## src/rtl/ps2_kbd_emulator_if.sv

```systemverilog
// PS/2 line bundle seen from the keyboard: synchronised-in line levels and open-collector pull-down enables.
interface ps2_kbd_emulator_if;
  logic i_ps2_clk;
  logic i_ps2_data;
  logic o_ps2_clk_oe;
  logic o_ps2_data_oe;

  modport master (
    input  i_ps2_clk,
    input  i_ps2_data,
    output o_ps2_clk_oe,
    output o_ps2_data_oe
  );

  modport slave (
    output i_ps2_clk,
    output i_ps2_data,
    input  o_ps2_clk_oe,
    input  o_ps2_data_oe
  );
endinterface

```

## src/rtl/ps2_kbd_emulator.sv

```systemverilog
// Device-side PS/2 keyboard: turns joypad edges into scancode frames and answers host commands (FF, ED+param).
module ps2_kbd_emulator #(
  parameter int CLK_HALF = 2500,
  parameter int GAP      = 5000,
  parameter int RTS_MIN  = 500
) (
  input  logic               i_clk,
  input  logic               i_rst,
  input  logic [9:0]         i_jp_vector,
  ps2_kbd_emulator_if.master ps2,
  output logic               o_cmd_val,
  output logic [7:0]         o_cmd,
  output logic [2:0]         o_leds,
  output logic               o_busy
);
  localparam int MAXC = (GAP > CLK_HALF) ? ((GAP > RTS_MIN) ? GAP : RTS_MIN)
                                         : ((CLK_HALF > RTS_MIN) ? CLK_HALF : RTS_MIN);
  localparam int CW = $clog2(MAXC + 1);
  localparam logic [CW-1:0] HALF_END = CW'(CLK_HALF - 1);
  localparam logic [CW-1:0] HALF_MID = CW'(CLK_HALF / 2);
  localparam logic [CW-1:0] GAP_END  = CW'(GAP - 1);
  localparam logic [CW-1:0] RTS_END  = CW'(RTS_MIN - 1);

  typedef enum logic [2:0] {
    IDLE, TX_HIGH, TX_LOW, TX_GAP, RX_LOW, RX_HIGH, RX_ACK_LOW, RX_ACK_HIGH
  } state_t;

  function automatic logic [7:0] scancode(input logic [3:0] idx);
    logic [7:0] c;
    case (idx)
      4'd9:    c = 8'h1D;
      4'd8:    c = 8'h1B;
      4'd7:    c = 8'h1C;
      4'd6:    c = 8'h23;
      4'd5:    c = 8'h3B;
      4'd4:    c = 8'h42;
      4'd3:    c = 8'h3C;
      4'd2:    c = 8'h43;
      4'd1:    c = 8'h2A;
      default: c = 8'h32;
    endcase
    return c;
  endfunction

  // Queue word is {count[1:0], entry1, entry0}; entry0 is the head. A full queue drops its oldest entry.
  function automatic logic [17:0] q_push(input logic [17:0] st, input logic [7:0] v);
    logic [17:0] r;
    case (st[17:16])
      2'd0:    r = {2'd1, st[15:8], v};
      2'd1:    r = {2'd2, v, st[7:0]};
      default: r = {2'd2, v, st[15:8]};
    endcase
    return r;
  endfunction

  function automatic logic [17:0] q_pop(input logic [17:0] st);
    return {st[17:16] - 2'd1, 8'h00, st[15:8]};
  endfunction

  logic [1:0]    clk_sync_q, dat_sync_q;
  logic          clk_s, dat_s;
  state_t        state_q, state_d;
  logic [CW-1:0] cnt_q, cnt_d;
  logic [3:0]    bit_q, bit_d;
  logic [10:0]   frame_q, frame_d;
  logic [9:0]    rx_q, rx_d;
  logic          src_resp_q, src_resp_d;
  logic [3:0]    key_idx_q, key_idx_d;
  logic          key_rel_q, key_rel_d;
  logic          key_phase_q, key_phase_d;
  logic [9:0]    prev_q, prev_d;
  logic [17:0]   queue_q, queue_d;
  logic          expect_q, expect_d;
  logic          cmd_val_q, cmd_val_d;
  logic [7:0]    cmd_q, cmd_d;
  logic [2:0]    leds_q, leds_d;
  logic          clk_oe, data_oe, start_tx;
  logic [7:0]    tx_byte;
  logic [9:0]    diff;
  logic [3:0]    sel_idx;

  assign clk_s = clk_sync_q[1];
  assign dat_s = dat_sync_q[1];

  always_ff @(posedge i_clk) begin
    frame_q <= frame_d;
    rx_q    <= rx_d;
    if (i_rst) begin
      clk_sync_q  <= 2'b11;
      dat_sync_q  <= 2'b11;
      state_q     <= IDLE;
      cnt_q       <= '0;
      bit_q       <= 4'd0;
      src_resp_q  <= 1'b0;
      key_idx_q   <= 4'd0;
      key_rel_q   <= 1'b0;
      key_phase_q <= 1'b0;
      prev_q      <= 10'd0;
      queue_q     <= {2'd1, 8'h00, 8'hAA};
      expect_q    <= 1'b0;
      cmd_val_q   <= 1'b0;
      cmd_q       <= 8'h00;
      leds_q      <= 3'd0;
    end else begin
      clk_sync_q  <= {clk_sync_q[0], ps2.i_ps2_clk};
      dat_sync_q  <= {dat_sync_q[0], ps2.i_ps2_data};
      state_q     <= state_d;
      cnt_q       <= cnt_d;
      bit_q       <= bit_d;
      src_resp_q  <= src_resp_d;
      key_idx_q   <= key_idx_d;
      key_rel_q   <= key_rel_d;
      key_phase_q <= key_phase_d;
      prev_q      <= prev_d;
      queue_q     <= queue_d;
      expect_q    <= expect_d;
      cmd_val_q   <= cmd_val_d;
      cmd_q       <= cmd_d;
      leds_q      <= leds_d;
    end
  end

  always_comb begin
    state_d     = state_q;
    cnt_d       = cnt_q;
    bit_d       = bit_q;
    frame_d     = frame_q;
    rx_d        = rx_q;
    src_resp_d  = src_resp_q;
    key_idx_d   = key_idx_q;
    key_rel_d   = key_rel_q;
    key_phase_d = key_phase_q;
    prev_d      = prev_q;
    queue_d     = queue_q;
    expect_d    = expect_q;
    cmd_val_d   = 1'b0;
    cmd_d       = cmd_q;
    leds_d      = leds_q;
    clk_oe      = 1'b0;
    data_oe     = 1'b0;
    start_tx    = 1'b0;
    tx_byte     = 8'h00;
    diff        = i_jp_vector ^ prev_q;
    sel_idx     = 4'd0;
    for (int i = 0; i < 10; i++) begin
      if (diff[i]) sel_idx = 4'(i);
    end

    case (state_q)
      IDLE: begin
        if (clk_s && !dat_s) begin
          cnt_d = cnt_q + CW'(1);
          if (cnt_q == RTS_END) begin
            state_d     = RX_LOW;
            cnt_d       = '0;
            bit_d       = 4'd0;
            key_phase_d = 1'b0;
          end
        end else begin
          cnt_d = '0;
          // Only start a frame on an idle bus, never while the host inhibits the clock.
          if (clk_s) begin
            if (queue_q[17:16] != 2'd0) begin
              start_tx   = 1'b1;
              tx_byte    = queue_q[7:0];
              src_resp_d = 1'b1;
            end else if (key_phase_q) begin
              start_tx   = 1'b1;
              tx_byte    = scancode(key_idx_q);
              src_resp_d = 1'b0;
            end else if (diff != 10'd0) begin
              start_tx   = 1'b1;
              src_resp_d = 1'b0;
              key_idx_d  = sel_idx;
              key_rel_d  = ~i_jp_vector[sel_idx];
              tx_byte    = key_rel_d ? 8'hF0 : scancode(sel_idx);
            end
          end
          if (start_tx) begin
            frame_d = {1'b1, ~^tx_byte, tx_byte, 1'b0};
            state_d = TX_HIGH;
            bit_d   = 4'd0;
          end
        end
      end
      TX_HIGH: begin
        data_oe = ~frame_q[bit_q];
        cnt_d   = cnt_q + CW'(1);
        if (cnt_q == HALF_END) begin
          cnt_d   = '0;
          state_d = clk_s ? TX_LOW : IDLE;
          if (!clk_s) bit_d = 4'd0;
        end
      end
      TX_LOW: begin
        clk_oe  = 1'b1;
        data_oe = ~frame_q[bit_q];
        cnt_d   = cnt_q + CW'(1);
        if (cnt_q == HALF_END) begin
          cnt_d = '0;
          if (bit_q == 4'd10) begin
            state_d = TX_GAP;
            if (src_resp_q) begin
              queue_d = q_pop(queue_q);
            end else if (key_rel_q && !key_phase_q) begin
              key_phase_d = 1'b1;
            end else begin
              prev_d[key_idx_q] = ~key_rel_q;
              key_phase_d       = 1'b0;
            end
          end else begin
            bit_d   = bit_q + 4'd1;
            state_d = TX_HIGH;
          end
        end
      end
      TX_GAP: begin
        cnt_d = cnt_q + CW'(1);
        if (cnt_q == GAP_END) begin
          cnt_d   = '0;
          state_d = IDLE;
        end
      end
      RX_LOW: begin
        clk_oe = 1'b1;
        cnt_d  = cnt_q + CW'(1);
        if (cnt_q == HALF_END) begin
          cnt_d   = '0;
          state_d = RX_HIGH;
        end
      end
      RX_HIGH: begin
        if (cnt_q == HALF_MID) rx_d[bit_q] = dat_s;
        cnt_d = cnt_q + CW'(1);
        if (cnt_q == HALF_END) begin
          cnt_d = '0;
          if (bit_q == 4'd9) begin
            state_d = RX_ACK_LOW;
          end else begin
            bit_d   = bit_q + 4'd1;
            state_d = RX_LOW;
          end
        end
      end
      RX_ACK_LOW: begin
        clk_oe  = 1'b1;
        data_oe = 1'b1;
        cnt_d   = cnt_q + CW'(1);
        if (cnt_q == HALF_END) begin
          cnt_d   = '0;
          state_d = RX_ACK_HIGH;
        end
      end
      default: begin
        data_oe = 1'b1;
        cnt_d   = cnt_q + CW'(1);
        if (cnt_q == HALF_END) begin
          cnt_d   = '0;
          state_d = IDLE;
          // rx_q = {stop, parity, D7..D0}
          if ((rx_q[8] != ~^rx_q[7:0]) || !rx_q[9]) begin
            queue_d = q_push(queue_q, 8'hFE);
          end else begin
            cmd_val_d = 1'b1;
            cmd_d     = rx_q[7:0];
            if (rx_q[7:0] == 8'hFF) begin
              queue_d = q_push(q_push(queue_q, 8'hFA), 8'hAA);
            end else if (rx_q[7:0] == 8'hED) begin
              queue_d  = q_push(queue_q, 8'hFA);
              expect_d = 1'b1;
            end else begin
              if (expect_q) begin
                leds_d   = rx_q[2:0];
                expect_d = 1'b0;
              end
              queue_d = q_push(queue_q, 8'hFA);
            end
          end
        end
      end
    endcase
  end

  assign ps2.o_ps2_clk_oe  = clk_oe;
  assign ps2.o_ps2_data_oe = data_oe;
  assign o_cmd_val         = cmd_val_q;
  assign o_cmd             = cmd_q;
  assign o_leds            = leds_q;
  assign o_busy            = (state_q != IDLE);
endmodule

```

## src/flat_wrapper.sv

```systemverilog
// flat-port wrapper written by rule: the top's interface ports become plain ports
module ps2_kbd_emulator_flat 
#(
  parameter int CLK_HALF = 2500,
  parameter int GAP      = 5000,
  parameter int RTS_MIN  = 500
)
  (i_clk, i_rst, i_jp_vector, o_cmd_val, o_cmd, o_leds, o_busy, ps2_i_ps2_clk, ps2_i_ps2_data, ps2_o_ps2_clk_oe, ps2_o_ps2_data_oe);
  ps2_kbd_emulator_if ps2_i ();
  input  logic i_clk;
  input  logic i_rst;
  input  logic [9:0] i_jp_vector;
  output logic o_cmd_val;
  output logic [7:0] o_cmd;
  output logic [2:0] o_leds;
  output logic o_busy;
  input wire logic [$bits(ps2_i.i_ps2_clk)-1:0] ps2_i_ps2_clk;
  input wire logic [$bits(ps2_i.i_ps2_data)-1:0] ps2_i_ps2_data;
  output wire logic [$bits(ps2_i.o_ps2_clk_oe)-1:0] ps2_o_ps2_clk_oe;
  output wire logic [$bits(ps2_i.o_ps2_data_oe)-1:0] ps2_o_ps2_data_oe;
  assign ps2_i.i_ps2_clk = ps2_i_ps2_clk;
  assign ps2_i.i_ps2_data = ps2_i_ps2_data;
  assign ps2_o_ps2_clk_oe = ps2_i.o_ps2_clk_oe;
  assign ps2_o_ps2_data_oe = ps2_i.o_ps2_data_oe;
  ps2_kbd_emulator #(.CLK_HALF(CLK_HALF), .GAP(GAP), .RTS_MIN(RTS_MIN)) u_core (.i_clk(i_clk), .i_rst(i_rst), .i_jp_vector(i_jp_vector), .ps2(ps2_i), .o_cmd_val(o_cmd_val), .o_cmd(o_cmd), .o_leds(o_leds), .o_busy(o_busy));
endmodule
```

## config.mk

```make
export PLATFORM = sky130hd
export DESIGN_NAME = ps2_kbd_emulator_flat
export DESIGN_NICKNAME = d
export VERILOG_FILES = /design/src/rtl/ps2_kbd_emulator_if.sv /design/src/rtl/ps2_kbd_emulator.sv /design/src/flat_wrapper.sv
export SDC_FILE = /design/constraint.sdc
export NUM_CORES = 1
export LEC_CHECK = 0
export CAP_MARGIN = 20
export CORE_MARGIN = 1
export CORE_UTILIZATION = 59
export DETAILED_ROUTE_END_ITERATION = 10
export PLACE_DENSITY = 0.82
export REMOVE_ABC_BUFFERS = 1
export SLEW_MARGIN = 20
export SYNTH_ARGS = -nofsm -noshare
export SYNTH_HDL_FRONTEND = slang
export SYNTH_SLANG_ARGS = --single-unit
```

## constraint.sdc

```tcl
create_clock -name i_clk -period 5.1 [get_ports i_clk]
set_clock_uncertainty 0.2 [all_clocks]
set_input_delay 1.02 -clock i_clk [delete_from_list [all_inputs] [get_ports i_clk]]
set_output_delay 1.02 -clock i_clk [all_outputs]
set_load 0.01 [all_outputs]
```

# After elaboration in Yosys (flattened, before gate mapping)
# Memories as Yosys holds them, arrays and structs flattened. A register that Yosys moved wholly into a read port is not among the register bits.
# Index checks and enable logic that the tools add are counted.
classes:
  n_reduce_logical: 40
  add_sub_neg: 3
  n_eq_ne: 35
  bitwise: 15
  n_mux: 91
  n_lt_le_gt_ge: 5
op_table:
  columns: ["operator", "count"]
  rows:
  - ["18-bit 2-to-1 mux", 10]
  - ["18-bit case mux with 2 select lines", 4]
  - ["8-bit 2-to-1 mux", 7]
  - ["13-bit 2-to-1 mux", 4]
  - ["4-bit 2-to-1 mux", 13]
  - ["3-bit 2-to-1 mux", 14]
  - ["13-bit case mux with 2 select lines", 1]
  - ["1-bit 2-to-1 mux", 23]
  - ["3-bit case mux with 7 select lines", 1]
  - ["10-bit bitwise mux", 2]
  - ["2-bit by 1-bit inequality test with 1-bit output, second input constant", 10]
  - ["6-bit AND reduction", 3]
  - ["9-bit AND reduction", 2]
  - ["8-bit == test, second input constant", 2]
  - ["4-bit case mux with 4 select lines", 1]
  - ["8-bit XNOR reduction", 2]
  - ["4-bit by 5-bit less-than comparator with 1-bit output, second input constant", 3]
  - ["5-bit AND reduction", 3]
  - ["1-bit NOT", 14]
  - ["13-bit by 1-bit adder with 13-bit output, second input constant", 1]
  - ["13-bit by 11-bit == test with 1-bit output, second input constant", 1]
  - ["13-bit by 12-bit == test with 1-bit output, second input constant", 1]
  - ["13-bit == test, second input constant", 1]
  - ["13-bit by 9-bit == test with 1-bit output, second input constant", 1]
  - ["35 further kinds", 65]
word_totals:
  wordCells: 210
  mem_count: 2
  inputBits: 14
  reg_bits: 91
  romBits: 224
memory_table:
  columns: ["memory", "words", "width", "read_ports", "rd_clocked_by_memory_dff", "wr", "line_no", "text"]
  rows:
  - ["(no name shown)", 16, 7, 1, 1, 0, "ps2_kbd_emulator.sv:30", "case (idx)"]
  - ["(no name shown)", 16, 7, 1, 0, 0, "ps2_kbd_emulator.sv:30", null]

# Depth between registers and ports, before layout
# Gate-level depths: netlist (run 1).
depth:
  word_depth: 20
  ltp_mapped: 14
  mapped_depth_nobuf: 14

# Worst setup path before layout (run 1)
# No wires, ideal clock.
synth_timing:
  path_kind: "input -> register"
  start: "input i_jp_vector[1]"
  end: "register u_core.frame_q[9], data pin"
  stages: 13
  required_time_ps: 4632
  t_arrival_ps: 3559
  path_buffers: 0
  setup_slack_ps: 1074
  path_cell_list: "xor2_1 -> a211oi_2 -> or2_4 -> nand2b_4 -> a21oi_4 -> clkinv_2 -> mux2i_1 -> nor3_2 -> nor3_2 -> nand3b_1 -> a31oi_2 -> xor3_1 -> xnor3_1"
synth_between:
  elab_chain_cells: 20
synth_rtl:
  columns: ["element", "line_no", "text"]
  rows:
  - ["from (decl)", "flat_wrapper.sv:12", "input logic [9:0] i_jp_vector;"]
  - ["10-bit XOR (*)", "ps2_kbd_emulator.sv:143", "diff = i_jp_vector ^ prev_q;"]
  - ["1-bit 2-to-1 mux (*)", "ps2_kbd_emulator.sv:146", "if (diff[i]) sel_idx = 4'(i);"]
  - ["2-bit 2-to-1 mux (*) (2 in a row)", "ps2_kbd_emulator.sv:146", null]
  - ["3-bit 2-to-1 mux (*) (4 in a row)", "ps2_kbd_emulator.sv:146", null]
  - ["4-bit 2-to-1 mux (*) (2 in a row)", "ps2_kbd_emulator.sv:146", null]
  - ["named net u_core.sel_idx[0]", "ps2_kbd_emulator.sv:80", "logic [3:0] sel_idx;"]
  - ["1-bit binary-select mux with 4-bit select", "ps2_kbd_emulator.sv:175", "key_rel_d = ~i_jp_vector[sel_idx];"]
  - ["1-bit 2-to-1 mux (not written as such)", "ps2_kbd_emulator.sv:175", null]
  - ["8-bit 2-to-1 mux (*)", "ps2_kbd_emulator.sv:176", "tx_byte = key_rel_d ? 8'hF0 : scancode(sel_idx);"]
  - ["8-bit 2-to-1 mux (*)", "ps2_kbd_emulator.sv:171", "end else if (diff != 10'd0) begin"]
  - ["8-bit 2-to-1 mux (*)", "ps2_kbd_emulator.sv:167", "end else if (key_phase_q) begin"]
  - ["8-bit 2-to-1 mux (*)", "ps2_kbd_emulator.sv:163", "if (queue_q[17:16] != 2'd0) begin"]
  - ["8-bit 2-to-1 mux (*)", "ps2_kbd_emulator.sv:162", "if (clk_s) begin"]
  - ["8-bit 2-to-1 mux (*)", "ps2_kbd_emulator.sv:151", "if (clk_s && !dat_s) begin"]
  - ["8-bit 2-to-1 mux (*)", "ps2_kbd_emulator.sv:149", "case (state_q)"]
  - ["8-bit XNOR reduction (*)", "ps2_kbd_emulator.sv:180", "frame_d = {1'b1, ~^tx_byte, tx_byte, 1'b0};"]
  - ["to (signal assigned)", "ps2_kbd_emulator.sv:86", "frame_q <= frame_d;"]
  - ["to (decl)", "ps2_kbd_emulator.sv:65", "logic [10:0] frame_q, frame_d;"]
# Mark *: on every way through the listed nets, which the timed path passes. The rest lies on a longest branch. The select of a mux whose other input is x is not followed.
# A chain may end at the register's enable or synchronous reset.

# Final worst setup path (run 1)
layout_timing:
  start: "input i_jp_vector[5]"
  end: "register u_core.frame_q[9], data pin"
layout_between:
  elab_chain_cells: 16
layout_rtl:
  columns: ["element", "line_no"]
  rows:
  - ["10-bit XOR (*)", "ps2_kbd_emulator.sv:143"]
  - ["3-bit 2-to-1 mux (*) (3 in a row)", "ps2_kbd_emulator.sv:146"]
  - ["4-bit 2-to-1 mux (*) (2 in a row)", "ps2_kbd_emulator.sv:146"]
  - ["named net u_core.sel_idx[0]", "ps2_kbd_emulator.sv:80"]
  - ["1-bit binary-select mux with 4-bit select", "ps2_kbd_emulator.sv:175"]
  - ["1-bit 2-to-1 mux (not written as such)", "ps2_kbd_emulator.sv:175"]
  - ["8-bit 2-to-1 mux (*)", "ps2_kbd_emulator.sv:176"]
  - ["8-bit 2-to-1 mux (*)", "ps2_kbd_emulator.sv:171"]
  - ["8-bit 2-to-1 mux (*)", "ps2_kbd_emulator.sv:167"]
  - ["8-bit 2-to-1 mux (*)", "ps2_kbd_emulator.sv:163"]
  - ["8-bit 2-to-1 mux (*)", "ps2_kbd_emulator.sv:162"]
  - ["8-bit 2-to-1 mux (*)", "ps2_kbd_emulator.sv:151"]
  - ["8-bit 2-to-1 mux (*)", "ps2_kbd_emulator.sv:149"]
  - ["8-bit XNOR reduction (*)", "ps2_kbd_emulator.sv:180"]
# Marks and branches as above.

==> results of run 1 <==
==> state kept, by name, summed over array words and instances, names as in the netlist, named ones only <==
register            flops
u_core.expect_q         1
u_core.rx_q            10
u_core.bit_q            4
u_core.o_leds           3
u_core.key_rel_q        1
u_core.cnt_q           13
u_core.key_phase_q      1
u_core.queue_q         18
u_core.o_cmd_val        1
u_core.state_q          3
u_core.src_resp_q       1
u_core.dat_sync_q       2
u_core.o_cmd            8
u_core.key_idx_q        4
u_core.prev_q          10
u_core.frame_q          9
u_core.clk_sync_q       2
==> where the power goes <==
part	internal (mW)	switching, mW
sequential	0.842	0.0487
combinational	0.141	0.208
clock	0.236	0.297
total	1.22	0.554
==> kinds of logic (layout without fill, tap and decap cells) <==
kind of cell / after synthesis / count (layout)
muxes: 30 / 30
xor gates and xnor gates: 31 / 31
adders and majority gates: 29 / 29
buffers and inverters: 58 / 80
AOI/OAI and AO/OA: 165 / 165
DFF: 98 / 98
and+or+nand+nor: 234 / 234
==> through the flow <==
step	util, %	instances	hold WS (ns)	power [mW]	area, sq um
6_report	66.8	778	0.216	1.77	6140
5_1_grt	66.8	778	0.227	1.86	6140
4_1_cts	66.8	778	0.223	1.78	6140
3_5_place_dp	64.5	762	0.201	1.25	5930
3_3_place_gp	64.5	762	0.195	1.24	5930
2_1_floorplan	-	615	0.189	1.13	5460
==> final cells by class <==
class                      instances  area (sq um)
multi-input combinational        489          3200
fill                             716          3060
sequential                        98          2150
timing repair buffer              36           335
tap                              111           139
clock buffer                       9           124
inverter                          28           106
clock inverter                     7          86.3
==> critical path, delay by kind of cell <==
| kind | cells | cell delay (ns) |
|---|---|---|
| AOI/OAI and AO/OA | 3 | 0.71 |
| and+or+nand+nor | 5 | 0.87 |
| xor gates and xnor gates | 3 | 1.03 |
| buffers and inverters | 2 | 0.60 |
| muxes | 1 | 0.14 |
==> worst max path at each step <==
stage | from | to | slack (ns)
after floorplan | i_jp_vector[1] | u_core.frame_q[9] | 1.07
after CTS | i_jp_vector[5] | u_core.frame_q[9] | 0.66
final | i_jp_vector[5] | u_core.frame_q[9] | 0.65
after global placement | i_jp_vector[1] | u_core.frame_q[9] | 0.43
after detailed placement | i_jp_vector[5] | u_core.frame_q[9] | 0.28
after global routing | i_jp_vector[5] | u_core.frame_q[9] | 0.44
==> cell usage in the layout (no fill, tap or decap), drive strengths merged, types with 4 or more instances in the layout <==
master,Yosys,final
nand2,53,53
a31oi,4,4
nand3,14,14
dfxtp,79,79
nand4,8,8
edfxtp,19,19
o22ai,7,7
nand2b,9,9
clkinv,1,4
xor2,16,16
mux2,5,5
ha,26,26
o21ai,35,35
a311oi,10,10
or2,10,10
clkbuf,29,9
clkdlybuf4s50,0,27
a211o,6,6
buf,1,9
nor2b,6,6
mux2i,24,24
a211oi,5,5
o211ai,5,5
xnor2,13,13
nor3,19,19
inv,27,29
nor2,90,90
nor4,4,4
a21oi,56,56
==> metal layers <==
layer	vias to the layer above	global-route usage [%]	wire length [um]
met3	16	4.85	431
met1	2212	32.1	5520
met4	0	9.84	187
met2	110	44.6	6020
li1	2327	-	-
met5	-	0	0
==> impl_metrics.csv, run 1 <==
group,metric,value,unit
outcome,outcome,"finished, final reports clean",
worst_setup_path,r2r_start,"u_core.prev_q[1]",
clock_network,cts_max_path_buffers,2,
die,fp-row-count,35,
die,top_level_ports,29,
clock_network,cts_buffers,9,
finish,drive_gt1_share,8.55,%
timing,min_period_over_period,87.2,%
synth,yosysSeqAreaShare,38.7,%
synth,yosys.area_share.simple,20.0,%
clock_network,clk_pin_slew_worst_paths,0.10,ns
worst_setup_path,rr_endpoint,"u_core.frame_q[9]",
grt,antenna_found_initial,0,
timing,setup_ws,0.652,ns
placed_design,gp_congestion,0.946,
worst_setup_path,endpoint_kind,"register",
synth,synth_common_cells,"nor2_1, dfxtp_1, a21oi_1, nand2_1, o21ai_0",
hold_path,min_to,"u_core.dat_sync_q[1]",
worst_setup_path,cp-start-kind,"primary input",
worst_setup_path,cp.required,5.03,ns
synth,synth_edf_count,19,
power_and_ir_drop,leakage,2.21,nW
synth,synth_top_family_by_area,"simple AND/OR/NAND/NOR gates",
placed_design,place_ws,0.276,ns
worst_setup_path,crit_arrival,4.38,ns
synth,synthAdderAreaFrac,6.40,%
clock_network,htreeDepth,3,
die,coreArea,9200,sq um
grt,grt_pass1_vias,4395,
worst_setup_path,r2r_setup_slack,1.42,ns
synth,yosys-top-cells-area,"dfxtp_1, edfxtp_1, nor2_1, ha_1, a21oi_1",
timing,slew_violations,0,
synth,yosysTopAreaCellShare,28.4,%
detailed_routing,wire_per_inst,15.6,um
detailed_routing,viasPerCell,6.00,
detailed_routing,dr.pass1.iters,5,
worst_setup_path,cp_slowest_cell,"clkdlybuf4s50_1",
grt,grtUsageTotal,25.8,%
job,max-cap-violations,0,
synth,yosysWarnings,0,
detailed_routing,wl,12200,um
worst_setup_path,critPathKind,"primary input to register",
timing,grt_setup_unrepaired,"no",
die,die_height,99.1,um
hold_path,hp-start,"u_core.dat_sync_q[0]",
clock_network,clkSinkCount,98,
clock_network,cts_resized,0,
clock_network,post-cts-setup-buffer-count,0,
timing,final.setup.tns,0,ns
grt,grt_pass1_wl,20300,um
grt,gr-total-overflow,0,
timing,worst_pin_slew,0.921,ns
detailed_routing,drtAntennaViolNets,0,
placed_design,port_buffers,28,
detailed_routing,drc,0,
synth,synthArstFlopShare,0,%
die,fp.dieW,99.1,um
worst_setup_path,path_max_fanout,6,
detailed_routing,vias,4665,
finish,fin_nets,702,
die,dieArea,9830,sq um
hold_path,holdCritPathClass,"register to register",
power_and_ir_drop,max-vdd-ir-drop,0.136,mV
timing,clock.fmax,225,MHz
timing,period_minus_slack,4.45,ns
synth,synth_flop_cell,"dfxtp_1",
synth,synth-seq-cells,98,
timing,relSlewSlack,38.5,%
worst_setup_path,cpMostUsedCell,"nor3_2",
worst_setup_path,r2r_cells,13,
synth,synth_compound_area_share,19.5,%
synth,syn_inst,645,
timing,hold_violations,0,
clock_network,cts_tree,"built",
clock_network,cts_hold_buffers,0,
hold_path,hold_depth,1,
worst_setup_path,cpPeakStageDelay,0.48,ns
placed_design,hpwl,8880,um
worst_setup_path,cp_cell_sequence,"clkdlybuf4s50_1 > xor2_2 > a211oi_2 > or2_4 > nand2b_4 > a21oi_4 > clkinv_2 > mux2i_1 > nor3_2 > nor3_2 > nand3b_1 > a31oi_2 > xor3_1 > xnor3_1",
synth,yosysTopAreaCell,"dfxtp_1",
clock_network,clk_root_buffer_cell,"clkbuf_8",
finish,syn_to_final_growth,10.3,%
synth,yosysUniqueCellTypes,79,
power_and_ir_drop,powerDensity,289,nW/um^2
timing,final-setup-viol-count,0,
synth,synth_xor_area_share,5.80,%
die,start_util,60.5,%
synth,syn-cell-area,5570,sq um
finish,diodes,0,
synth,yosysMostFrequentCell,"nor2_1",
synth,synth_area_per_cell,8.63,sq um
synth,muxShareOfSynthArea,5.73,%
clock_network,clk_latency,0.38,ns
detailed_routing,drt_iter0_markers,301,
grt,grt_max_degree,47,
No activity file was read; power rests on OpenSTA's default activity.
==> run 2: changes to the inputs <==
--- a/config.mk
+++ b/config.mk
@@ -5,7 +5,6 @@
 export SDC_FILE = /design/constraint.sdc
 export NUM_CORES = 1
 export LEC_CHECK = 0
-export CAP_MARGIN = 20
 export CORE_MARGIN = 1
 export CORE_UTILIZATION = 59
 export DETAILED_ROUTE_END_ITERATION = 10
==> constraint.sdc (replaced) <==
create_clock -name i_clk -period 5.1 [get_ports i_clk]
set_clock_uncertainty 0.2 [all_clocks]
set_input_delay 1.275 -clock i_clk [delete_from_list [all_inputs] [get_ports i_clk]]
set_output_delay 1.275 -clock i_clk [all_outputs]
set_load 0.01 [all_outputs]
==> run 2 against run 1 <==
Final cell count increased by 0.26%; maximum frequency is 5.3% lower; sequential share of layout area decreased by 0.078 points; core utilization rose by 0.15 points; first-iteration DRC count down 2.0%; hold slack gained 0.0055 ns; flip-flop and latch count is the same; combinational power hardly changed; register-to-register slack about the same; total power down 0.41%; via count increased by 1.1%.
==> impl_metrics.csv, run 2 (synthesis gave the netlist of run 1 again) <==
group,metric,value,unit
die,start_util,60.5,%
timing,worst_pin_slew,1.09,ns
detailed_routing,drtAntennaViolNets,0,
clock_network,clk_root_buffer_cell,"clkbuf_8",
clock_network,cts_resized,0,
clock_network,post-cts-setup-buffer-count,0,
placed_design,place_ws,0.0625,ns
detailed_routing,wire_per_inst,15.6,um
power_and_ir_drop,finalPower,1.77,mW
worst_setup_path,r2r_setup_slack,1.41,ns
outcome,outcome,"finished, final reports clean",
timing,relSlewSlack,27.3,%
grt,grt_pass1_vias,4399,
timing,setup_ws,0.403,ns
worst_setup_path,cp_cell_sequence,"clkdlybuf4s50_1 > xor2_1 > a211oi_2 > or2_4 > nand2b_4 > a21oi_4 > clkinv_2 > mux2i_1 > nor3_2 > nor3_2 > o21a_1 > mux2i_1 > xor3_1 > xnor3_1",
worst_setup_path,cpPeakStageDelay,0.46,ns
worst_setup_path,cp.required,5.02,ns
detailed_routing,drt_iter0_markers,295,
timing,final.setup.tns,0,ns
timing,clock.fmax,213,MHz
grt,antenna_found_initial,0,
timing,slew_violations,0,
job,max-cap-violations,0,
placed_design,port_buffers,28,
worst_setup_path,crit_arrival,4.62,ns
worst_setup_path,critPathKind,"primary input to register",
clock_network,clk_latency,0.37,ns
die,die_height,99.1,um
clock_network,cts_hold_buffers,0,
grt,grt_max_degree,58,
timing,period_minus_slack,4.70,ns
die,dieArea,9830,sq um
placed_design,hpwl,8610,um
die,coreArea,9200,sq um
finish,largest_reg_flops,18,
finish,most-common-layout-cells,"nor2_1, dfxtp_1, a21oi_1, nand2_1, o21ai_0",
timing,grt_setup_unrepaired,"no",
timing,hold_slack,0.222,ns
clock_network,htreeDepth,3,
clock_network,cts_tree,"built",
worst_setup_path,path_max_fanout,6,
finish,reg_top3,"u_core.queue_q: 18 flops, u_core.cnt_q: 13 flops",
placed_design,gp_congestion,1.03,
finish,drive_gt1_share,8.82,%
power_and_ir_drop,leakage,2.22,nW
power_and_ir_drop,powerDensity,287,nW/um^2
finish,final_cell_area,6150,sq um
timing,min_period_over_period,92.1,%
die,fp-row-count,35,
finish,diodes,0,
clock_network,clkSinkCount,98,
die,fp.dieW,99.1,um
finish,post-route-util,66.9,%
worst_setup_path,cp-start-kind,"primary input",
grt,gr-total-overflow,0,
timing,final-setup-viol-count,0,
worst_setup_path,endpoint_kind,"register",
hold_path,holdCritPathClass,"register to register",
detailed_routing,wl,12200,um
finish,fin_nets,704,
clock_network,cts_buffers,9,
clock_network,clk_pin_slew_worst_paths,0.11,ns
detailed_routing,vias,4714,
clock_network,cts_max_path_buffers,2,
grt,grtUsageTotal,26.1,%
finish,layout.cells.non_filler,780,
die,top_level_ports,29,
finish,final_common_cell,"nor2_1",
detailed_routing,viasPerCell,6.04,
finish,regMostFlops,"u_core.queue_q",
power_and_ir_drop,max-vdd-ir-drop,0.157,mV
detailed_routing,drc,0,
worst_setup_path,cp_slowest_cell,"clkdlybuf4s50_1",
finish,syn_to_final_growth,10.5,%
placed_design,place_area,5940,sq um
timing,hold_violations,0,
detailed_routing,dr.pass1.iters,5,
grt,grt_pass1_wl,20600,um
placed_design,dp.cells,764,
==> run 2: cell types whose count changed in the layout (fill, tap and decap cells not counted) <==
cell / previous run / this run
clkinv_4: 3 / 0
inv_6: 0 / 3
buf_4: 8 / 10
inv_8: 2 / 0
clkinv_2: 1 / 2
clkinv_8: 0 / 1
==> run 2: worst paths after layout <==
check | start | end | cells after the start
max | i_jp_vector[1] | u_core.frame_q[9] | 14
max reg2reg | u_core.prev_q[5] | u_core.frame_q[9] | 13
min | u_core.dat_sync_q[0] | u_core.dat_sync_q[1] | 1
min reg2reg | u_core.dat_sync_q[0] | u_core.dat_sync_q[1] | 1
==> run 2: per-layer routing <==
| metal | vias to the layer above | share of wire [%] | global-route usage [%] |
|---|---|---|---|
| li1 | 2335 | - | - |
| met1 | 2208 | 45 | 33.2 |
| met2 | 146 | 47 | 44.4 |
| met3 | 25 | 5.6 | 5.27 |
| met4 | 0 | 2.2 | 9.39 |
| met5 | - | 0 | 0 |
==> run 2: where the power goes <==
group | internal (mW) | total [mW] | switching [mW]
Combinational | 0.140 | 0.346 | 0.206
Clock | 0.235 | 0.529 | 0.294
Sequential | 0.842 | 0.890 | 0.0486
==> run 2: worst max-delay path, delay by kind of cell <==
kind,cells,cell delay [ns]
AOI/OAI and AO/OA,3,0.76
xor gates and xnor gates,3,0.81
buffers and inverters,2,0.59
muxes,2,0.43
and+or+nand+nor,4,0.74
==> run 2: area by class of cell <==
cell class | count | area [sq um]
Inverter | 28 | 106
Sequential cell | 98 | 2150
Tap cell | 111 | 139
Clock inverter | 7 | 85.1
Timing Repair Buffer | 38 | 350
Fill cell | 732 | 3040
Multi-Input combinational cell | 489 | 3200
Clock buffer | 9 | 124
==> run 3: changes to the inputs <==
--- a/config.mk
+++ b/config.mk
@@ -6,9 +6,9 @@
 export NUM_CORES = 1
 export LEC_CHECK = 0
 export CORE_MARGIN = 1
-export CORE_UTILIZATION = 59
+export CORE_UTILIZATION = 35
 export DETAILED_ROUTE_END_ITERATION = 10
-export PLACE_DENSITY = 0.82
+export PLACE_DENSITY = 0.54
 export REMOVE_ABC_BUFFERS = 1
 export SLEW_MARGIN = 20
 export SYNTH_ARGS = -nofsm -noshare
==> run 3 against run 2 <==
Register-to-register slack gained 0.04 ns; final area grew 3.9%; largest power group unchanged; via count shrank 0.23%; final cell count grew 13%; sequential share of layout area shrank 1.3 points; global-route usage shrank 9.4 points; sequential power is essentially flat; die area grew 67%; critical path depth is the same; clock power grew 32%; clock-buffer cell count grew 1.
==> impl_metrics.csv, run 3 (synthesis gave the netlist of run 1 again) <==
group,metric,value,unit
outcome,outcome,"finished, final reports clean",
clock_network,clk_latency,0.35,ns
clock_network,cts_hold_buffers,0,
power_and_ir_drop,leakage,2.27,nW
timing,final.setup.tns,0,ns
hold_path,hold_depth,1,
timing,slew_violations,0,
timing,worst_pin_slew,0.943,ns
worst_setup_path,path_max_fanout,4,
clock_network,cts_max_path_buffers,2,
timing,clock.fmax,213,MHz
finish,drive_gt1_share,9.08,%
detailed_routing,dr.pass1.iters,5,
worst_setup_path,crit_arrival,4.60,ns
die,fp-row-count,45,
clock_network,clk_pin_slew_worst_paths,0.07,ns
grt,gr-total-overflow,0,
timing,hold_violations,0,
finish,regMostFlops,"u_core.queue_q",
timing,period_minus_slack,4.70,ns
placed_design,gp_congestion,0.859,
clock_network,post-cts-setup-buffer-count,0,
placed_design,place_area,6090,sq um
detailed_routing,wire_per_inst,14.6,um
power_and_ir_drop,seqPwrFrac,45.9,%
power_and_ir_drop,p_int,1.37,mW
worst_setup_path,cp_cell_sequence,"clkdlybuf4s50_1 > xor2_1 > a211oi_2 > or2_4 > nand2b_4 > a21oi_4 > clkinv_2 > mux2i_1 > nor3_2 > nor3_2 > nand3b_1 > a31oi_2 > xor3_1 > xnor3_1",
power_and_ir_drop,clock_power_share,36.1,%
worst_setup_path,endpoint_kind,"register",
finish,diodes,0,
worst_setup_path,cpPeakStageDelay,0.45,ns
placed_design,hpwl,9540,um
grt,grt_pass1_wl,21600,um
grt,antenna_found_initial,0,
power_and_ir_drop,combPwrFrac,18.0,%
die,fp.dieW,128,um
worst_setup_path,cp.required,4.99,ns
grt,grtUsageTotal,16.7,%
job,max-cap-violations,0,
worst_setup_path,rr_endpoint,"u_core.frame_q[9]",
hold_path,hp-start,"u_core.clk_sync_q[0]",
detailed_routing,drtAntennaViolNets,0,
finish,fin_nets,707,
worst_setup_path,r2r_setup_slack,1.45,ns
clock_network,clkSinkCount,98,
clock_network,cts_resized,0,
timing,relSlewSlack,37.0,%
worst_setup_path,cp_slowest_cell,"clkdlybuf4s50_1",
die,top_level_ports,29,
detailed_routing,wl,12900,um
hold_path,min_to,"u_core.clk_sync_q[1]",
die,coreArea,15400,sq um
timing,final-setup-viol-count,0,
clock_network,cts_buffers,9,
finish,final_cell_area,6390,sq um
power_and_ir_drop,max-vdd-ir-drop,0.227,mV
placed_design,port_buffers,28,
finish,syn_to_final_growth,14.8,%
worst_setup_path,critPathKind,"primary input to register",
clock_network,cts_tree,"built",
detailed_routing,drc,0,
detailed_routing,vias,4703,
die,dieArea,16400,sq um
finish,reg_top3,"u_core.queue_q: 18 flops, u_core.cnt_q: 13 flops",
die,die_height,128,um
worst_setup_path,r2r_cells,13,
finish,nFillCells,1524,
timing,grt_setup_unrepaired,"no",
finish,final_common_cell,"nor2_1",
finish,largest_reg_flops,18,
power_and_ir_drop,swShare,29.3,%
timing,min_period_over_period,92.2,%
grt,grt_max_degree,26,
hold_path,holdCritPathClass,"register to register",
worst_setup_path,r2r_start,"u_core.prev_q[1]",
grt,grt_pass1_vias,4284,
power_and_ir_drop,power.net_switching,0.567,mW
worst_setup_path,cpMostUsedCell,"nor3_2",
die,start_util,36.2,%
detailed_routing,viasPerCell,5.33,
finish,most-common-layout-cells,"nor2_1, dfxtp_1, a21oi_1, nand2_1, o21ai_0",
power_and_ir_drop,powerDensity,303,nW/um^2
clock_network,clk_root_buffer_cell,"clkbuf_16",
detailed_routing,drt_iter0_markers,353,
worst_setup_path,cp-start-kind,"primary input",
clock_network,htreeDepth,3,
[run 3: power by group through the flow]
stage | clock (mW) | combinational [mW] | sequential, mW
5_1_grt | 0.752 | 0.390 | 0.897
6_report | 0.700 | 0.348 | 0.890
3_3_place_gp | 0 | 0.346 | 0.907
2_1_floorplan | 0 | 0.236 | 0.893
3_5_place_dp | 0 | 0.348 | 0.908
4_1_cts | 0.721 | 0.351 | 0.889
[run 3: routing by layer]
metal	track usage (%)	routed length [um]
met5	0	0
met3	4.05	633
met4	5.19	200
met1	21.7	6050
met2	27.2	6040
[run 3: critical path: cells and delay by family]
| family | cells | cell delay [ns] |
|---|---|---|
| AOI/OAI and AO/OA | 3 | 0.73 |
| and+or+nand+nor | 5 | 0.85 |
| buffers and inverters | 2 | 0.58 |
| xor gates and xnor gates | 3 | 1.01 |
| muxes | 1 | 0.15 |
[run 3: cell type report]
cell class / count / area, sq um / area share [%]
Clock buffer: 10 / 229 / 3.58
Tap cell: 211 / 264 / 4.13
Sequential cell: 98 / 2150 / 33.7
Multi-Input combinational cell: 489 / 3200 / 50.0
Clock inverter: 6 / 72.6 / 1.14
Timing Repair Buffer: 41 / 373 / 5.83
Inverter: 28 / 106 / 1.66
[run 3: through the flow]
step                setup slack, ns  total power [mW]  cells  utilization, %  hold slack (ns)
finish                        0.399              1.94    883            41.6            0.206
global route                  0.229              2.04    883            41.6            0.220
floorplan                     0.818              1.13    615               -            0.189
global placement              0.196              1.25    867            39.6            0.194
detailed placement           0.0328              1.26    867            39.6            0.196
CTS                           0.416              1.96    883            41.6            0.211
[run 3: worst max-delay path by stage]
stage,startpoint,end,slack (ns),depth (start not counted)
2_1_floorplan,i_jp_vector[1],u_core.frame_q[9],0.82,13
3_3_place_gp,i_jp_vector[5],u_core.frame_q[9],0.20,14
3_5_place_dp,i_jp_vector[1],u_core.frame_q[9],0.03,14
4_1_cts,i_jp_vector[1],u_core.frame_q[9],0.42,14
5_1_grt,i_jp_vector[5],u_core.frame_q[9],0.23,15
6_report,i_jp_vector[1],u_core.frame_q[9],0.40,14
